<file path="src/rtl/seq_detect_prog.sv">
// ---------------------------------------------------------------------------
// seq_detect_prog
//
// Programmable serial bit-sequence detector. A pattern of 1..MAX_LEN bits is
// loaded at runtime and matched against a qualified serial bit stream, with
// either overlapping or non-overlapping match semantics. Every match produces
// a registered one-cycle pulse on seq_seen and, when the counter is built,
// bumps a saturating match counter.
//
// Build option:
//   SEQ_DETECT_COUNT_EN  defined   -> match counter built, drives match_count
//                        undefined -> no counter, match_count tied to 0,
//                                     count_clr ignored
//
// Parameters:
//   MAX_LEN  maximum pattern length in bits (>= 4)
//   CNT_W    match counter width
//   LEN_W    width of the length field (derived, do not override)
//
// Ports:
//   clk          clock
//   reset        synchronous, active-high reset
//   cfg_we       load pattern/length/overlap this cycle (in_valid ignored)
//   cfg_pattern  pattern; bit [len-1] is received first, bit [0] last
//   cfg_len      pattern length; > MAX_LEN clamps, 0 never matches
//   cfg_overlap  1 = overlapping matches, 0 = non-overlapping
//   in_valid     inp_bit is sampled this cycle
//   inp_bit      serial data
//   count_clr    clear the match counter (wins over a same-cycle increment)
//   seq_seen     registered one-cycle match pulse
//   match_count  saturating match count
// ---------------------------------------------------------------------------
module seq_detect_prog #(
    parameter int MAX_LEN = 8,
    parameter int CNT_W   = 8,
    parameter int LEN_W   = $clog2(MAX_LEN + 1)
) (
    input  logic               clk,
    input  logic               reset,
    input  logic               cfg_we,
    input  logic [MAX_LEN-1:0] cfg_pattern,
    input  logic [LEN_W-1:0]   cfg_len,
    input  logic               cfg_overlap,
    input  logic               in_valid,
    input  logic               inp_bit,
    input  logic               count_clr,
    output logic               seq_seen,
    output logic [CNT_W-1:0]   match_count
);

    localparam logic [LEN_W-1:0]   MAX_LEN_L   = LEN_W'(MAX_LEN);
    localparam logic [MAX_LEN-1:0] DEFAULT_PAT = MAX_LEN'(4'b1011);
    localparam logic [LEN_W-1:0]   DEFAULT_LEN = LEN_W'(4);

    // Configuration registers
    logic [MAX_LEN-1:0] pat;
    logic [LEN_W-1:0]   len;
    logic               ovl;

    // Shift history and count of valid bits in it
    logic [MAX_LEN-1:0] hist;
    logic [LEN_W-1:0]   fill;

    // Next-sample values and match decision
    logic [MAX_LEN-1:0] h_next;
    logic [LEN_W-1:0]   f_next;
    logic [MAX_LEN-1:0] len_mask;
    logic [LEN_W-1:0]   len_clamped;
    logic               match;

    // The oldest history bit shifts out and is never compared.
    logic unused_hist_msb;
    assign unused_hist_msb = hist[MAX_LEN-1];

    // NOTE: every signal written here is given a default before any
    // conditional logic, so no path leaves a value held and no latch is built.
    always_comb begin
        h_next      = {hist[MAX_LEN-2:0], inp_bit};
        // Saturate explicitly rather than computing fill+1 first: when
        // MAX_LEN+1 is a power of two, fill+1 would wrap in LEN_W bits.
        f_next      = (fill == MAX_LEN_L) ? fill : fill + LEN_W'(1);
        len_clamped = (cfg_len > MAX_LEN_L) ? MAX_LEN_L : cfg_len;

        // Only the low len bits of history and pattern take part in a match.
        len_mask = '0;
        for (int i = 0; i < MAX_LEN; i++) begin
            len_mask[i] = (i < int'(len));
        end

        match = in_valid && !cfg_we && (len != '0) && (f_next >= len) &&
                (((h_next ^ pat) & len_mask) == '0);
    end

    // NOTE: sequential state uses non-blocking assignments so that every
    // register samples the pre-edge values of the others.
    always_ff @(posedge clk) begin
        if (reset) begin
            pat      <= DEFAULT_PAT;
            len      <= DEFAULT_LEN;
            ovl      <= 1'b1;
            hist     <= '0;
            fill     <= '0;
            seq_seen <= 1'b0;
        end else if (cfg_we) begin
            // A new configuration starts from an empty history.
            pat      <= cfg_pattern;
            len      <= len_clamped;
            ovl      <= cfg_overlap;
            hist     <= '0;
            fill     <= '0;
            seq_seen <= 1'b0;
        end else if (in_valid) begin
            hist     <= h_next;
            // Non-overlapping: empty the fill count so no bit of this match
            // can be counted towards the next one.
            fill     <= (match && !ovl) ? '0 : f_next;
            seq_seen <= match;
        end else begin
            seq_seen <= 1'b0;
        end
    end

`ifdef SEQ_DETECT_COUNT_EN
    logic [CNT_W-1:0] cnt;

    always_ff @(posedge clk) begin
        if (reset || count_clr) begin
            cnt <= '0;
        end else if (match && (cnt != '1)) begin
            cnt <= cnt + CNT_W'(1);
        end
    end

    assign match_count = cnt;
`else
    logic unused_count_clr;
    assign unused_count_clr = count_clr;
    assign match_count      = '0;
`endif

endmodule

</file>
<file path="config.mk">
export PLATFORM = sky130hd
export DESIGN_NAME = seq_detect_prog
export DESIGN_NICKNAME = d
export VERILOG_FILES = /design/src/rtl/seq_detect_prog.sv
export SDC_FILE = /design/constraint.sdc
export NUM_CORES = 1
export LEC_CHECK = 0
export BUFFER_PORTS_ARGS = -buffer_cell sky130_fd_sc_hd__buf_2
export CAP_MARGIN = 20
export CORE_MARGIN = 2
export CORE_UTILIZATION = 34
export CTS_CLUSTER_DIAMETER = 60
export DETAILED_ROUTE_END_ITERATION = 8
export GPL_TIMING_DRIVEN = 0
export SYNTH_ARGS = -nofsm -noshare
export SYNTH_HDL_FRONTEND = slang
export SYNTH_SLANG_ARGS = --single-unit
export TNS_END_PERCENT = 1
</file>
<file path="constraint.sdc">
create_clock -name clk -period 2.9 [get_ports clk]
set_clock_uncertainty 0.1 [all_clocks]
set_input_delay 0.145 -clock clk [delete_from_list [all_inputs] [get_ports clk]]
set_output_delay 0.145 -clock clk [all_outputs]
set_load 0.01 [all_outputs]
</file>
# Word level (Yosys, flattened, before mapping)
# Cells that the tools add are included.
[totals]
ff_bits = 25
out_inout_bits = 9
in_bits = 19
[classes]
magnitude_cmp = 10
bitwise_logic = 3
muxes = 3
n_addsub = 1
eq_ne = 1
reduce_logical = 11
[op_table]
columns = ["cell", "count"]
rows = [
  ["$lt A3 B4 Y1 const A", 4],
  ["$mux W4", 3],
  ["$and A8 B8 Y8", 1],
  ["$logic_not A8 Y1", 1],
  ["$lt A1 B4 Y1 const A", 2],
  ["$lt A2 B4 Y1 const A", 2],
  ["$xor A8 B8 Y8", 1],
  ["$logic_and A1 B1 Y1", 5],
  ["$add A4 B1 Y4 const B", 1],
  ["$eq A4 B4 Y1 const B", 1],
  ["$ge A4 B4 Y1", 1],
  ["$gt A4 B4 Y1 const B", 1],
  ["$reduce_bool A4 Y1", 1],
  ["$reduce_or A3 Y1", 1],
  ["$logic_not A1 Y1", 2],
  ["$reduce_or A2 Y1", 1],
  ["$not A1 Y1", 1],
]

# Longest topological paths before layout
# Gate-level depths: netlist of the first run.
[logic_depth]
depth_word = 7
mapped_depth = 11

# Worst setup path after synthesis of the first run
# Ideal clock, no wire load.
[synth_timing]
path_type = "reg2reg"
startpoint = "reg fill[0]"
endpoint = "reg fill[2]"
slack_ps = 677
arrival_time_ps = 2063
n_path_buf = 0
path_stages_with_launch = 12
required_ps = 2740
setup_ps = 60
path_cell_list = "dfxtp_1 > inv_1 > ha_1 > nand2_1 > nor2_1 > xnor2_1 > ha_1 > nand2b_1 > a2111oi_0 > nor3_1 > o2111ai_2 > a41o_1"
[synth_via]
elab_chain_len = 7
[synth_rtl]
columns = ["element", "line_no", "text"]
rows = [
  ["start: declaration", "62", "logic [LEN_W-1:0] fill;"],
  ["start signal: assignment", "116", "fill <= (match && !ovl) ? '0 : f_next;"],
  ["$add A4 B1 Y4 or $eq A4 B4 Y1 (tied branches)", "81", "f_next = (fill == MAX_LEN_L) ? fill : fill + LEN_W'(1);"],
  ["$mux W4 *", "81", ""],
  ["$ge A4 B4 Y1", "90", "match = in_valid && !cfg_we && (len != '0) && (f_next >= len) &&"],
  ["$logic_and A1 B1 Y1 (2 in series)", "90", ""],
  ["$logic_and A1 B1 Y1", "116", ""],
  ["$mux W4 *", "116", ""],
]
# Every way passes the cells marked *; elsewhere a longest branch is shown, timed or not.
# A chain may end at the register's enable or synchronous reset.

# Worst setup path in the final report of the first run
# Same ends and word-level chain as after synthesis.

==> flow_summary.toml, run 1 <==
[critical_path]
cp_common_cell = "ha_1"
r2r-end = "fill[2]"
path_class = "reg -> reg"
crit_fanout = 5
reg2reg_depth = 11
worstPathArrival_ns = 2.71
reg2reg_slack_ns = 0.30
cpMaxStageDelayCell = "a2111oi_0"
end_kind = "register"
startpoint_type = "register"
path_cells = "inv_1, ha_1, nand2_1, nor2_1, xnor2_1, ha_1, nand2b_1, a2111oi_0, nor3_1, o2111ai_2, a41o_1"
reg2reg_from = "fill[0]"
cp.required_ns = 3.01
crit_path_max_incr_delay_ns = 0.52

[drt]
ant_nets = 0
vias = 1037
dr.pass1.iters = 4
drt_iter0_drc = 20
viasPerCell = 4.61
drc = 0
wirelength_um = 2470
wl_per_cell_um = 11.0

[power_and_ir_drop]
totalPowerFinal_mw = 0.673
power_frac_comb_pct = 15.4
p_clk_share_pct = 29.8
p_sw_mw = 0.166
ir_drop_mv = 0.236
seq_power_share_pct = 54.8
intPower_mw = 0.506
swShare_pct = 24.7
powerDensity_nw_per_um2 = 423
p_leak_nw = 0.726

[sta]
relSlewSlack_pct = 58.9
setup_viol = 0
period_needed_ns = 2.60
tns_ns = 0
worst_pin_slew_ns = 0.617
fmax_mhz = 385
slew_violations = 0
fin_crit_sh_pct = 89.6
rsz0062_at_grt = "no"
whs_ns = 0.0116
final_hold_viol_count = 0

[clock_tree]
cts_tree = "built"
cts.sinks = 25
cts_resized = 0
clockRootBuffer = "clkbuf_8"
cts_buffer_depth = 2
cts_buffers = 3
ctsHoldBuffers = 4
insertion_delay_ns = 0.26
cts_setup_buffers = 0
cts_max_level = 1
clk_pin_slew_ns = 0.08

[grt]
grt_pass1_vias = 953
grt_overflow = 0
antenna_found_initial = 0
grt_usage_pct = 12.0
grt_max_degree = 15
grt_pass1_wl_um = 4110

[placed_design]
gp_congestion = 0.746
dp_cells = 216
hpwlAfterDp_um = 1930
placed_area_um2 = 1500
port_buffers = 17

[final_layout]
drive_gt1_share_pct = 20.9
area_delta_synth_final_pct = 20.2
layout.cells.non_filler = 225
n_antenna_cell = 0
design_area_um2 = 1590
nNetsFinal = 203

[hold_path]
hold_start = "cfg_len[1]"
min_path_type = "in -> reg"
whs_path_depth = 3
worstHoldEndpoint = "len[1]"

[die]
die_x_um = 66.4
die_y_um = 66.4
row_count = 22
io_pins = 28
start_util_pct = 35.9
core_um2 = 3690
die_area_um2 = 4410

[synth]
ys_types = 37
avgSynthCellArea_um2 = 9.19
netlist_area_um2 = 1320
ys_seq_area_share_pct = 37.8
ys_seq_elements = 25
yosysWarnings = 0
syn_inst = 144

[run]
maxCapViolations = 0

[status]
status = "completed"
[per-stage QoR]
step	setup slack, ns	utilization (%)
floorplan	0.677	-
global placement	0.458	40.5
detailed placement	0.345	40.5
CTS	0.317	42.9
global route	0.0363	43.1
finish	0.302	43.1
[Yosys cell counts, drive strengths merged]
| master | n | area, um^2 |
|---|---|---|
| nor3 | 2 | 10.0 |
| o2111ai | 1 | 15.0 |
| clkbuf | 2 | 7.51 |
| a21oi | 5 | 25.0 |
| xnor2 | 12 | 113 |
| nor2b | 6 | 37.5 |
| mux2i | 13 | 130 |
| a21o | 1 | 7.51 |
| a22oi | 2 | 15.0 |
| nor2 | 21 | 78.8 |
| inv | 7 | 26.3 |
| a31oi | 1 | 6.26 |
| and2 | 1 | 7.51 |
| conb | 1 | 3.75 |
| nand2b | 2 | 12.5 |
| and3 | 1 | 6.26 |
| a22o | 1 | 8.76 |
| buf | 11 | 73.8 |
| or2 | 1 | 6.26 |
| o21ai | 4 | 20.0 |
| a41o | 1 | 10.0 |
| o22ai | 1 | 6.26 |
| nand3 | 4 | 20.0 |
| nand2 | 2 | 7.51 |
| ha | 6 | 75.1 |
| o32ai | 1 | 16.3 |
| o211a | 2 | 20.0 |
| a211o | 4 | 35.0 |
| o21a | 1 | 7.51 |
| dfxtp | 25 | 500 |
| nand4 | 1 | 6.26 |
| a2111oi | 1 | 8.76 |
[how the worst max path moves through the flow]
| stage | cells after the start | to | from | slack, ns |
|---|---|---|---|---|
| floorplan | 11 | fill[2] | fill[0] | 0.68 |
| global placement | 11 | fill[2] | fill[0] | 0.46 |
| detailed placement | 11 | fill[2] | fill[0] | 0.34 |
| CTS | 11 | fill[2] | fill[0] | 0.32 |
| global route | 11 | fill[2] | fill[0] | 0.04 |
| finish | 11 | fill[2] | fill[0] | 0.30 |
[critical path: cells and delay by family (launching register included)]
family,cells,cell delay (ns)
AO/OA/AOI/OAI,3,0.90
XOR/XNOR,1,0.17
adder cells (fa/ha/maj),2,0.45
buffers and inverters,1,0.09
flip-flops,1,0.41
AND/OR/NAND/NOR,4,0.42
[power groups by stage]
stage / clock (mW) / sequential, mW / combinational (mW)
floorplan: 0 / 0.374 / 0.0738
global route: 0.224 / 0.371 / 0.117
CTS: 0.208 / 0.369 / 0.103
global placement: 0 / 0.377 / 0.0956
finish: 0.201 / 0.369 / 0.103
detailed placement: 0 / 0.377 / 0.0982
[routing by layer]
| layer | routed length [um] | track usage (%) | vias up |
|---|---|---|---|
| li1 | - | - | 542 |
| met1 | 1160 | 15.1 | 477 |
| met2 | 1230 | 20.9 | 18 |
| met3 | 83 | 2.73 | 0 |
| met4 | 0 | 2.30 | 0 |
| met5 | 0 | 0 | - |
[kinds of logic (layout without fill, tap and decap cells)]
family	count (synthesis)	after routing	synth area share, %
compound gates	26	26	15.2
buf+inv	20	46	8.13
other cells	1	8	0.283
simple gates	41	41	14.6
xor+xnor	12	12	8.51
fa+ha+maj	6	6	5.67
flops	25	25	37.8
mux	13	13	9.83
[sequential cells by signal, summed over array words and instances, names as in the netlist]
register,cells
ovl,1
fill,4
pat,8
hist,7
len,4
seq_seen,1
[cell usage in the layout, fill, tap and decap left out, types with 6 or more instances in the layout]
cell type	count
conb_1	8
mux2i_1	13
nor2b_1	6
inv_1	6
ha_1	6
buf_2	19
buf_4	8
dfxtp_1	25
xnor2_1	11
nor2_1	21
[area by class of cell]
| class | count | area (um^2) |
|---|---|---|
| plain buffers | 13 | 81.3 |
| clock buffers | 3 | 41.3 |
| clock inverters | 1 | 5.00 |
| fillers | 393 | 2100 |
| inverters | 7 | 26.3 |
| multi-input cells | 106 | 742 |
| flip-flops and latches | 25 | 500 |
| well taps | 48 | 60.1 |
| repair buffers | 22 | 135 |
Power figures use the tool's default switching activity.
==> run 2: changes to the inputs <==
--- a/config.mk
+++ b/config.mk
@@ -12,6 +12,7 @@
 export CTS_CLUSTER_DIAMETER = 60
 export DETAILED_ROUTE_END_ITERATION = 8
 export GPL_TIMING_DRIVEN = 0
+export RECOVER_POWER = 25
 export SYNTH_ARGS = -nofsm -noshare
 export SYNTH_HDL_FRONTEND = slang
 export SYNTH_SLANG_ARGS = --single-unit
==> flow_summary.toml, run 2 (synthesis results as in run 1) <==
[grt]
grt_max_degree = 15
grt_pass1_vias = 953
grt_overflow = 0
grt_usage_pct = 12.0
antenna_found_initial = 0
grt_pass1_wl_um = 4110

[final_layout]
reg_top3 = "pat (8), hist (7)"
drive_gt1_share_pct = 19.2
n_antenna_cell = 0
nFillCells = 393
nNetsFinal = 203
area_delta_synth_final_pct = 19.9
regMostFlops = "pat"
largest_reg_flops = 8
layout_common_cells = "25 x dfxtp_1, 21 x nor2_1, 16 x buf_2"
final_common_cell = "dfxtp_1"

[sta]
fin_crit_sh_pct = 89.6
final_hold_viol_count = 0
fmax_mhz = 385
period_needed_ns = 2.60
setup_viol = 0
whs_ns = 0.0117
slew_violations = 0
worst_pin_slew_ns = 0.617
tns_ns = 0
rsz0062_at_grt = "no"
relSlewSlack_pct = 58.9

[status]
status = "completed"

[critical_path]
crit_fanout = 5
startpoint_type = "register"
cp_top_family = "compound AO/OA/AOI/OAI gates"
reg2reg_from = "fill[0]"
cp_common_cell = "ha_1"
end_kind = "register"
worstPathArrival_ns = 2.71
path_buf_inv = 1
worstSetupStartpoint = "fill[0]"
cpMaxStageDelayCell = "a2111oi_0"
path_cells = "inv_1, ha_1, nand2_1, nor2_1, xnor2_1, ha_1, nand2b_1, a2111oi_0, nor3_1, o2111ai_2, a41o_1"
path_class = "reg -> reg"
cp.required_ns = 3.01
crit_path_max_incr_delay_ns = 0.52

[drt]
dr.pass1.iters = 4
drc = 0
wl_per_cell_um = 11.0
vias = 1038
viasPerCell = 4.61
wirelength_um = 2460
drt_iter0_drc = 17
ant_nets = 0

[power_and_ir_drop]
seq_power_share_pct = 54.8
ir_drop_mv = 0.236
p_clk_share_pct = 29.9
p_leak_nw = 0.718
swShare_pct = 24.8
power_frac_comb_pct = 15.3
p_sw_mw = 0.167
powerDensity_nw_per_um2 = 424
intPower_mw = 0.506

[clock_tree]
insertion_delay_ns = 0.26
cts_setup_buffers = 0
cts_tree = "built"
ctsHoldBuffers = 4
clk_pin_slew_ns = 0.08
cts_resized = 0
cts.sinks = 25
clockRootBuffer = "clkbuf_8"
cts_buffer_depth = 2
cts_max_level = 1
cts_buffers = 3

[die]
io_pins = 28
core_um2 = 3690
die_x_um = 66.4
die_area_um2 = 4410
start_util_pct = 35.9
die_y_um = 66.4
row_count = 22

[run]
maxCapViolations = 0

[placed_design]
hpwlAfterDp_um = 1930
gp_congestion = 0.746
port_buffers = 17

[hold_path]
min_path_type = "in -> reg"
hold_start = "cfg_len[1]"
[run 2: area by class of cell]
type / count / area, um^2 / area share, %
clock inverters: 1 / 5.00 / 0.315
plain buffers: 13 / 78.8 / 4.96
flip-flops and latches: 25 / 500 / 31.5
inverters: 7 / 26.3 / 1.65
clock buffers: 3 / 41.3 / 2.60
multi-input cells: 106 / 742 / 46.7
well taps: 48 / 60.1 / 3.78
repair buffers: 22 / 134 / 8.43
[run 2: per-layer routing]
layer | share of wire [%] | up-vias | GRT usage [%]
li1 | - | 542 | -
met1 | 47 | 478 | 15.1
met2 | 50 | 18 | 20.9
met3 | 3.2 | 0 | 2.73
met4 | 0 | 0 | 2.30
met5 | 0 | - | 0
[run 2: worst paths after layout]
kind	cells after the start	end	slack, ns
setup / recovery	11	fill[2]	0.30
hold / removal	3	len[1]	0.01
setup reg to reg	11	fill[2]	0.30
hold reg to reg	2	pat[5]	0.42
[run 2: power groups by stage]
| stage | clock [mW] | sequential, mW | combinational (mW) |
|---|---|---|---|
| after floorplan | 0 | 0.374 | 0.0738 |
| after global placement | 0 | 0.377 | 0.0956 |
| after detailed placement | 0 | 0.377 | 0.0982 |
| after CTS | 0.208 | 0.369 | 0.103 |
| after global routing | 0.224 | 0.371 | 0.116 |
| final | 0.201 | 0.369 | 0.103 |
[run 2: worst reg2reg max path, cell delays in order, from the launching register on]
cell       delay [ns]
dfxtp_1          0.41
inv_1            0.09
ha_1             0.20
nand2_1          0.10
nor2_1           0.06
xnor2_1          0.17
ha_1             0.25
nand2b_1         0.13
a2111oi_0        0.52
nor3_1           0.13
o2111ai_2        0.17
a41o_1           0.21
[run 2: through the flow]
stage          worst slack [ns]  area (um^2)  instances  util [%]  power, mW
5_1_grt                  0.0363         1590        225      43.0      0.711
6_report                  0.302         1590        225      43.0      0.672
4_1_cts                   0.317         1580        224      42.9      0.680
3_5_place_dp              0.345         1500        216      40.5      0.475
2_1_floorplan             0.677         1350        151         -      0.448
3_3_place_gp              0.458         1500        216      40.5      0.472
==> run 3: changes to the inputs <==
--- a/config.mk
+++ b/config.mk
@@ -12,6 +12,7 @@
 export CTS_CLUSTER_DIAMETER = 60
 export DETAILED_ROUTE_END_ITERATION = 8
 export GPL_TIMING_DRIVEN = 0
+export PLACE_DENSITY = 0.58
 export RECOVER_POWER = 25
 export SYNTH_ARGS = -nofsm -noshare
 export SYNTH_HDL_FRONTEND = slang
==> flow_summary.toml, run 3 (synthesis results as in run 1) <==
[grt]
antenna_found_initial = 0
grt_usage_pct = 12.1
grt_pass1_vias = 990
grt_overflow = 0
grt_pass1_wl_um = 4190
grt_max_degree = 15

[power_and_ir_drop]
power_frac_comb_pct = 15.3
p_leak_nw = 0.720
ir_drop_mv = 0.221
swShare_pct = 24.5
seq_power_share_pct = 55.0
p_clk_share_pct = 29.7
p_sw_mw = 0.165
powerDensity_nw_per_um2 = 422
intPower_mw = 0.506

[sta]
fin_crit_sh_pct = 84.9
tns_ns = 0
fmax_mhz = 406
setup_viol = 0
final_hold_viol_count = 0
relSlewSlack_pct = 60.0
rsz0062_at_grt = "no"
worst_pin_slew_ns = 0.600
slew_violations = 0
period_needed_ns = 2.46

[drt]
ant_nets = 0
vias = 1040
dr.pass1.iters = 4
viasPerCell = 4.62
drt_iter0_drc = 30
drc = 0
wl_per_cell_um = 10.9
wirelength_um = 2450

[hold_path]
hold_start = "cfg_pattern[2]"
worstHoldEndpoint = "pat[2]"
whs_path_depth = 3
min_path_type = "in -> reg"

[critical_path]
reg2reg_slack_ns = 0.44
crit_fanout = 5
path_class = "reg -> reg"
r2r-end = "fill[2]"
cp_common_cell = "ha_1"
path_buf_inv = 1
reg2reg_depth = 11
cpMaxStageDelayCell = "dfxtp_1"
path_cells = "inv_1, ha_1, nand2_1, nor2_1, xnor2_1, ha_1, nand2b_1, a2111oi_0, nor3_1, o2111ai_2, a41o_1"
worstPathArrival_ns = 2.57
cp.required_ns = 3.00
startpoint_type = "register"
cp_top_family = "compound AO/OA/AOI/OAI gates"
worstSetupStartpoint = "fill[0]"
end_kind = "register"
crit_path_max_incr_delay_ns = 0.42
reg2reg_from = "fill[0]"

[status]
status = "completed"

[final_layout]
final_common_cell = "dfxtp_1"
layout.cells.non_filler = 225
area_delta_synth_final_pct = 20.0
regMostFlops = "pat"
nNetsFinal = 203
design_area_um2 = 1590
nFillCells = 376
layout_common_cells = "25 x dfxtp_1, 21 x nor2_1, 17 x buf_2"
drive_gt1_share_pct = 19.8
final_core_util_pct = 43.1
n_antenna_cell = 0
largest_reg_flops = 8
reg_top3 = "pat (8), hist (7)"

[clock_tree]
cts_max_level = 1
cts_resized = 0
cts.sinks = 25
cts_tree = "built"
cts_buffers = 3
insertion_delay_ns = 0.27
cts_buffer_depth = 2
clk_pin_slew_ns = 0.09
clockRootBuffer = "clkbuf_8"

[placed_design]
gp_congestion = 0.766
hpwlAfterDp_um = 1920
placed_area_um2 = 1500
dp_cells = 216
port_buffers = 17

[die]
die_area_um2 = 4410
core_um2 = 3690
io_pins = 28
die_x_um = 66.4
die_y_um = 66.4
row_count = 22
start_util_pct = 35.9

[run]
maxCapViolations = 0
run 3: changes by cell type in the layout (fill, tap and decap cells not counted), sizes merged:
cell / change
clkbuf: -1
buf: +1
run 3: metal layers:
layer | GRT usage (%) | vias up | part of all wire [%] | wire (um)
met2 | 20.5 | 20 | 49 | 1200
met5 | 0 | - | 0 | 0
met3 | 2.56 | 2 | 4.0 | 99
met1 | 15.6 | 472 | 47 | 1140
li1 | - | 546 | - | -
met4 | 3.06 | 0 | 0.53 | 13
run 3: worst max path at each step:
stage | end | depth (start not counted)
final | fill[2] | 11
after detailed placement | fill[2] | 11
after global placement | fill[2] | 11
after floorplan | fill[2] | 11
after CTS | fill[2] | 11
after global routing | fill[2] | 11
run 3: power by group through the flow:
stage                     logic [mW]  registers (mW)  clock network [mW]
after CTS                      0.104           0.369               0.208
after floorplan               0.0738           0.374                   0
final                          0.103           0.369               0.199
after global placement        0.0955           0.377                   0
after global routing           0.116           0.371               0.222
after detailed placement      0.0984           0.377                   0
run 3: cell type report:
type                       instances  area (um^2)  share of cell area [%]
buffer                            13         78.8                    4.96
clock buffer                       3         41.3                    2.60
clock inverter                     1         5.00                   0.315
inverter                           7         26.3                    1.65
multi-input combinational        106          742                    46.7
sequential                        25          500                    31.5
tap                               48         60.1                    3.78
timing repair buffer              22          135                    8.50
run 3: what timing repair did:
action                                 CTS  global route
hold buffers                             5             0
endpoints found under the hold margin    5             0
setup buffers                            0             0
run 3: tightest hold or removal path: stages:
cell and delay (ns):
buf_2 0.07, mux2i_1 0.05, nor2_1 0.07
run 3: stage by stage:
step / power, mW / hold WS (ns) / worst slack, ns
2_1_floorplan: 0.448 / 0.144 / 0.677
3_3_place_gp: 0.472 / 0.251 / 0.464
3_5_place_dp: 0.476 / 0.262 / 0.412
4_1_cts: 0.681 / 0.00766 / 0.385
5_1_grt: 0.709 / 0.0337 / 0.135
6_report: 0.671 / 0.00869 / 0.438
